==> src/rtl/counter_pkg.sv <==
// Shared constants and helpers for the modulo up/down counter.
package counter_pkg;

  localparam logic DIR_UP = 1'b1;
  localparam logic DIR_DN = 1'b0;

  // Values at or beyond the modulus are pinned to the top count.
  function automatic logic [31:0] clamp_mod(input logic [31:0] val,
                                            input logic [31:0] modulus);
    return (val >= modulus) ? (modulus - 32'd1) : val;
  endfunction

endpackage

==> src/rtl/mod_next_val.sv <==
// Next-state logic for mod_updown_counter: load clamp, step, wrap/saturate.
// COUNTER_SAT_EN selects saturation at the ends instead of modulo wrap.
module mod_next_val
  import counter_pkg::*;
#(
  parameter int WIDTH   = 4,
  parameter int MODULUS = 10
) (
  input  logic [WIDTH-1:0] q,
  input  logic             up_dn,
  input  logic             en,
  input  logic             load,
  input  logic [WIDTH-1:0] load_val,
  output logic [WIDTH-1:0] next_q,
  output logic             wrap_evt
);

  // Compares are done at 32 bits so MODULUS == 2**WIDTH needs no special case.
  localparam logic [31:0] LAST = 32'(MODULUS - 1);

  logic [31:0] q_ext;
  logic        at_last, at_zero, in_range;

  assign q_ext    = 32'(q);
  assign at_last  = (q_ext == LAST);
  assign at_zero  = (q == '0);
  assign in_range = (q_ext <= LAST);

  always_comb begin
    next_q   = q;
    wrap_evt = 1'b0;
    if (load) begin
      next_q = WIDTH'(clamp_mod(32'(load_val), 32'(MODULUS)));
    end else if (en) begin
      if (!in_range) begin
        next_q = '0;
      end else if (up_dn == DIR_UP) begin
        if (at_last) begin
          wrap_evt = 1'b1;
`ifdef COUNTER_SAT_EN
          next_q   = q;
`else
          next_q   = '0;
`endif
        end else begin
          next_q = q + 1'b1;
        end
      end else begin
        if (at_zero) begin
          wrap_evt = 1'b1;
`ifdef COUNTER_SAT_EN
          next_q   = q;
`else
          next_q   = WIDTH'(LAST);
`endif
        end else begin
          next_q = q - 1'b1;
        end
      end
    end
  end

endmodule

==> src/rtl/mod_updown_counter.sv <==
// Modulo-N up/down counter with load, enable, terminal count and wrap pulse.
// Define COUNTER_SAT_EN to saturate at 0 / MODULUS-1 instead of wrapping.
module mod_updown_counter
  import counter_pkg::*;
#(
  parameter int WIDTH     = 4,
  parameter int MODULUS   = 10,
  parameter int RESET_VAL = 0
) (
  input  logic             clk,
  input  logic             rst,
  input  logic             en,
  input  logic             up_dn,
  input  logic             load,
  input  logic [WIDTH-1:0] load_val,
  output logic [WIDTH-1:0] q,
  output logic             tc,
  output logic             wrap
);

  localparam logic [31:0] LAST = 32'(MODULUS - 1);

  if (WIDTH < 1 || WIDTH > 30) begin : g_bad_width
    $error("mod_updown_counter: WIDTH %0d out of range", WIDTH);
  end
  if (MODULUS < 2 || MODULUS > (2 ** WIDTH)) begin : g_bad_mod
    $error("mod_updown_counter: MODULUS %0d illegal for WIDTH %0d", MODULUS, WIDTH);
  end
  if (RESET_VAL < 0 || RESET_VAL >= MODULUS) begin : g_bad_rst
    $error("mod_updown_counter: RESET_VAL %0d not below MODULUS", RESET_VAL);
  end

  logic [WIDTH-1:0] next_q;
  logic             wrap_evt;

  mod_next_val #(
    .WIDTH   (WIDTH),
    .MODULUS (MODULUS)
  ) u_next (
    .q        (q),
    .up_dn    (up_dn),
    .en       (en),
    .load     (load),
    .load_val (load_val),
    .next_q   (next_q),
    .wrap_evt (wrap_evt)
  );

  // Early warning: high in the cycle whose edge will wrap or saturate.
  assign tc = en & ~load & ((up_dn == DIR_UP) ? (32'(q) == LAST) : (q == '0));

  always_ff @(posedge clk or posedge rst) begin
    if (rst) begin
      q    <= WIDTH'(RESET_VAL);
      wrap <= 1'b0;
    end else begin
      q    <= next_q;
      wrap <= wrap_evt;
    end
  end

endmodule

==> config.mk <==
export PLATFORM = sky130hd
export DESIGN_NAME = mod_updown_counter
export DESIGN_NICKNAME = d
export VERILOG_FILES = /design/src/rtl/counter_pkg.sv /design/src/rtl/mod_next_val.sv /design/src/rtl/mod_updown_counter.sv
export SDC_FILE = /design/constraint.sdc
export NUM_CORES = 1
export LEC_CHECK = 0
export ABC_CLOCK_PERIOD_IN_PS = 1500
export CAP_MARGIN = 40
export CORE_AREA = 2 2 39 41
export CTS_BUF_LIST = sky130_fd_sc_hd__clkbuf_8
export DETAILED_ROUTE_END_ITERATION = 16
export DIE_AREA = 0 0 41 43
export SKIP_LAST_GASP = 1
export SYNTH_ARGS = -nofsm -noshare
export SYNTH_HDL_FRONTEND = slang
export SYNTH_SLANG_ARGS = --single-unit
==> constraint.sdc <==
create_clock -name clk -period 1.5 [get_ports clk]
set_input_delay 0.225 -clock clk [delete_from_list [all_inputs] [get_ports clk]]
set_output_delay 0.225 -clock clk [all_outputs]
set_load 0.02 [all_outputs]
== Word level (Yosys, flattened, before mapping) ==
Cells that the tools add are included.

* Add/subtract/negate cells: 2
* Magnitude comparators: 2
* Reduce and logical (&&, ||, !) cells: 2
* Bitwise gates (word level): 3
* Multiplexer cells: 14
* Equal/unequal tests: 1

{| class="wikitable"
|+ Operator list
! operator !! count
|-
| 4-bit 2-to-1 mux || 7
|-
| 1-bit 2-to-1 mux || 7
|-
| 4-bit by 1-bit adder with 4-bit output (second input constant) || 1
|-
| 4-bit == test (second input constant) || 1
|-
| 4-bit greater-or-equal comparator (second input constant) || 1
|-
| 4-bit <= comparator (second input constant) || 1
|-
| 4-bit logical NOT || 1
|-
| 4-bit by 1-bit subtractor with 4-bit output (second input constant) || 1
|-
| 1-bit bitwise AND || 2
|-
| 2-bit nonzero test || 1
|-
| 1-bit NOT || 1
|}

* Register bits after elaboration: 5
* Word-level logic and storage cells: 26
* Output and inout port bits: 6
* Input bits: 9

== Logic depth before layout (Yosys ltp) ==
* Depth after elaboration: 6
* Mapped depth: 5
* Depth with buffers taken out: 4

== Modules after synthesis ==
A second synthesis with hierarchy kept.

* Cell total of the unflattened synthesis: 52
* Area total of the unflattened synthesis: 410.4 um^2

{| class="wikitable"
|+ By module, submodules not included
! module !! cells an instance !! times used !! seq. area each (um^2) !! area each (um^2)
|-
| mod_next_val || 42 || 1 || 0.0 || 251.5
|-
| mod_updown_counter || 10 || 1 || 125.1 || 158.9
|}

== Worst setup path after synthesis ==
Ideal clock, no wire load.

* Path kind: register to output
* From: register q[0]
* To: output port tc
* Path slack: -670 ps
* Required time: 1275 ps
* Data arrival time: 1945 ps
* Stages on the path, launching flop included: 4
* Buffers on the path: 1
* Cells stage by stage: dfrtp_1 > buf_4 > or3_1 > a2111oi_1

* Cells in the longest elaborated chain, start to end: 3
* Elaborated cells on any way between the ends: 4
* Classes of those cells: 1 x eq/ne; 1 x mux; 1 x bitwise; 1 x reduce/logical

{| class="wikitable"
|+ RTL lines
! item !! line !! RTL
|-
| from (decl) || mod_updown_counter.sv:16 || <nowiki>output logic [WIDTH-1:0] q,</nowiki>
|-
| from (signal assigned) || mod_updown_counter.sv:54 || <nowiki>q <= WIDTH'(RESET_VAL);</nowiki>
|-
| from (signal assigned) || mod_updown_counter.sv:57 || <nowiki>q <= next_q;</nowiki>
|-
| 4-bit == test or 4-bit logical NOT (tied branches) || mod_updown_counter.sv:50 || <nowiki>assign tc = en & ~load & ((up_dn == DIR_UP) ? (32'(q) == LAST) : (q == '0));</nowiki>
|-
| 1-bit 2-to-1 mux * || mod_updown_counter.sv:50 ||
|-
| 1-bit bitwise AND * || mod_updown_counter.sv:50 ||
|-
| to (decl) || mod_updown_counter.sv:17 || <nowiki>output logic tc,</nowiki>
|}

Mark *: on every way between the ends. The rest lies on a longest branch, timed or not.

== Worst setup path in the final report ==
Same ends and word-level chain as after synthesis.

==> flow_metrics.tcl <==
set metrics [dict create \
    fin_skew_ns 0.003068 \
    start_util 0.3237 \
    drive_above_1_share 0.3659 \
    numCtsBuffers 3 \
    end_kind "output pin" \
    synth-simple-area-share 0.2598 \
    wl_mm 1.160 \
    yosysSeqAreaShare 0.2793 \
    power_leakage_nw 0.3092 \
    drt-met1-wl_um 541 \
    syn2layout_area_growth_pct 72.07 \
    crit_path_end "tc" \
    firstDrtPassIters 4 \
    met3_length_um 23 \
    cp_slowest_cell "or3_4" \
    chipWidth_um 41 \
    r2r_start "q[0]$_DFFE_PP0P_" \
    hold_slack_ns 0.2060 \
    layout.cells.non_filler 98 \
    fin_nets 92 \
    fin_util 0.5570 \
    topRoutingLayerUsed "met3" \
    via_per_inst 5.153 \
    num_antenna_cells 0 \
    slew_violations 0 \
    synth_nets 66 \
    hp-class "in2async" \
    hpwl_um 904.2 \
    final-hold-violation-count 0 \
    fmaxAchievable_mhz 584.5 \
    antenna_found_initial 0 \
    clk-insertion-delay-late_ns 0.22 \
    path_cells "or3_4 > a2111oi_4 > buf_4" \
    io_pins 15 \
    rows 14 \
    multiInputGateArea_um2 331.6 \
    track_usage 0.1685 \
    grt_pass1_wl_mm 2.076 \
    cts_root_buf "clkbuf_8" \
    synth_xor_xnor_area_share 0.03911 \
    start_kind "register" \
    r2r_cells 5 \
    yosys_warnings 0 \
    p_per_area_mw_per_mm2 852.5 \
    violations "setup timing" \
    cap_viol_max_count 0 \
    setup_slack_ns -0.2109 \
    synth_cells 57 \
    synthDistinctLibCells 28 \
    cp.depth 3 \
    tightest_slew_ns 0.3998 \
    synth_compound_area_frac 0.3101 \
    coreArea_mm2 0.001384 \
    critPathMaxFanout 2 \
    gp_congestion 0.7567 \
    synth.mux.area_fraction 0 \
    period_share 1.141 \
    rsz0062_at_grt "true" \
    r2r-end "q[1]$_DFFE_PP0P_" \
    period_needed_ns 1.711 \
    wl_met2_um 594 \
    syn_area_um2 447.9 \
    gr-total-overflow 0 \
    regArea_um2 128.9 \
    nFillCells 120 \
    route.detailed.drc 0 \
    ir_drop_uv 650.8 \
    synth-edff-count 0 \
    avgSynthCellArea_um2 7.858 \
    synth-main-ff-cell "dfrtp_1" \
    setup-violations-final 2 \
    fin_setup_tns_ns -0.3078 \
    crit_required_ns 1.27 \
    die-area_mm2 0.001763 \
    slowest_delay_ns 0.40 \
    crit_arrival_ns 1.49 \
    maxSlewHeadroom 0.7266 \
    die_y_um 43 \
    fin_area_um2 770.7 \
    wl_per_cell_um 11.84 \
    crit_family "simple AND/OR/NAND/NOR gates" \
    place_inst 94 \
    worst-path-buf-inv 1 \
    path_clk_slew_ns 0.04 \
    grt_pass1_vias 473 \
    ant_nets 0 \
    clockBufferDepth 2 \
    r2r_slack_ns -0.10 \
    synth-adder-area-share 0 \
    cts_tree "done" \
    placement.io_buffers 14 \
    status "finished with violations" \
    critPathKind "reg2out" \
    ys_ff_latch 5 \
    synth_top_family_by_area "compound AO/OA/AOI/OAI gates" \
    via_count 505 \
    htree_levels 1 \
    async_flop_share 1.000 \
    drtIter0Drc 2 \
    grt_start_max_net_pins 15 \
    worstSetupStartpoint "q[0]$_DFFE_PP0P_" \
    place_area_um2 700.7 \
    cts_sinks 5 \
]
-- power breakdown --
part / switching [mW] / leakage, nW / internal, mW / total, mW
Sequential: 0.0106 / 0.0592 / 0.151 / 0.161
Clock: 0.0641 / 0.0269 / 0.175 / 0.239
Combinational: 0.131 / 0.223 / 0.125 / 0.256
-- cell families after synthesis --
group,after synthesis
AO/OA/AOI/OAI,19
XOR/XNOR,2
buffers and inverters,11
flip-flops,5
AND/OR/NAND/NOR,20
-- cells in the mapped netlist (2+ instances only) --
cell type / count / share of area
nand2_1: 3 / 0.025
a21oi_1: 2 / 0.022
nor2_1: 2 / 0.017
xnor2_1: 2 / 0.039
clkbuf_1: 3 / 0.025
inv_1: 5 / 0.042
nand2b_1: 2 / 0.028
nor3_1: 4 / 0.045
dfrtp_1: 5 / 0.28
o21ai_0: 7 / 0.078
nand3b_1: 2 / 0.034
a2111oi_1: 2 / 0.045
o21a_1: 2 / 0.034
buf_4: 2 / 0.034
-- stage by stage --
stage / setup WS, ns / total power, mW
after floorplan: -0.1583 / 0.3123
after global placement: -0.7379 / 0.4088
after detailed placement: -0.7365 / 0.4113
after CTS: -0.2143 / 0.6523
after global routing: -0.2735 / 0.7073
final: -0.2109 / 0.6570
-- registers in the layout, summed over array words and instances, names as in the netlist --
register,flops
wrap,1
q,4
-- worst min path at each step --
stage / from / to / slack [ns] / cells past startpoint
floorplan: rst / q[1]$_DFFE_PP0P_ / 0.003 / 1
global placement: rst / wrap$_DFF_PP0_ / 0.43 / 2
detailed placement: rst / wrap$_DFF_PP0_ / 0.43 / 2
CTS: rst / wrap$_DFF_PP0_ / 0.21 / 2
global route: rst / wrap$_DFF_PP0_ / 0.23 / 2
finish: rst / wrap$_DFF_PP0_ / 0.21 / 2
-- timing repair --
| action | CTS | global route |
|---|---|---|
| endpoints found under the hold margin | 0 | 0 |
| setup endpoints to repair | 6 | 6 |
| pin swaps | 0 | 2 |
| gates resized for setup | 11 | 8 |
| hold buffers | 0 | 0 |
| buffers inserted | 0 | 0 |
-- layer usage --
metal / global-route usage / vias up
met5: 0 / -
met2: 0.2531 / 9
li1: - / 262
met1: 0.2320 / 234
met4: 0.04000 / 0
met3: 0.04712 / 0
-- final cells by class --
type | instances | area share
multi-input cells | 41 | 0.4302
clock inverters | 1 | 0.004870
flip-flops and latches | 5 | 0.1672
well taps | 16 | 0.02597
inverters | 5 | 0.02435
repair buffers | 27 | 0.2938
clock buffers | 3 | 0.05357
-- cells in the final DEF (no fill, tap or decap), types with 3 or more instances in the layout --
cell type,n
nand2_1,3
dlygate4sd2_1,3
clkbuf_8,3
clkdlybuf4s50_1,9
buf_4,14
o21ai_0,6
inv_1,5
dfrtp_2,3
Power figures use the tool's default switching activity.
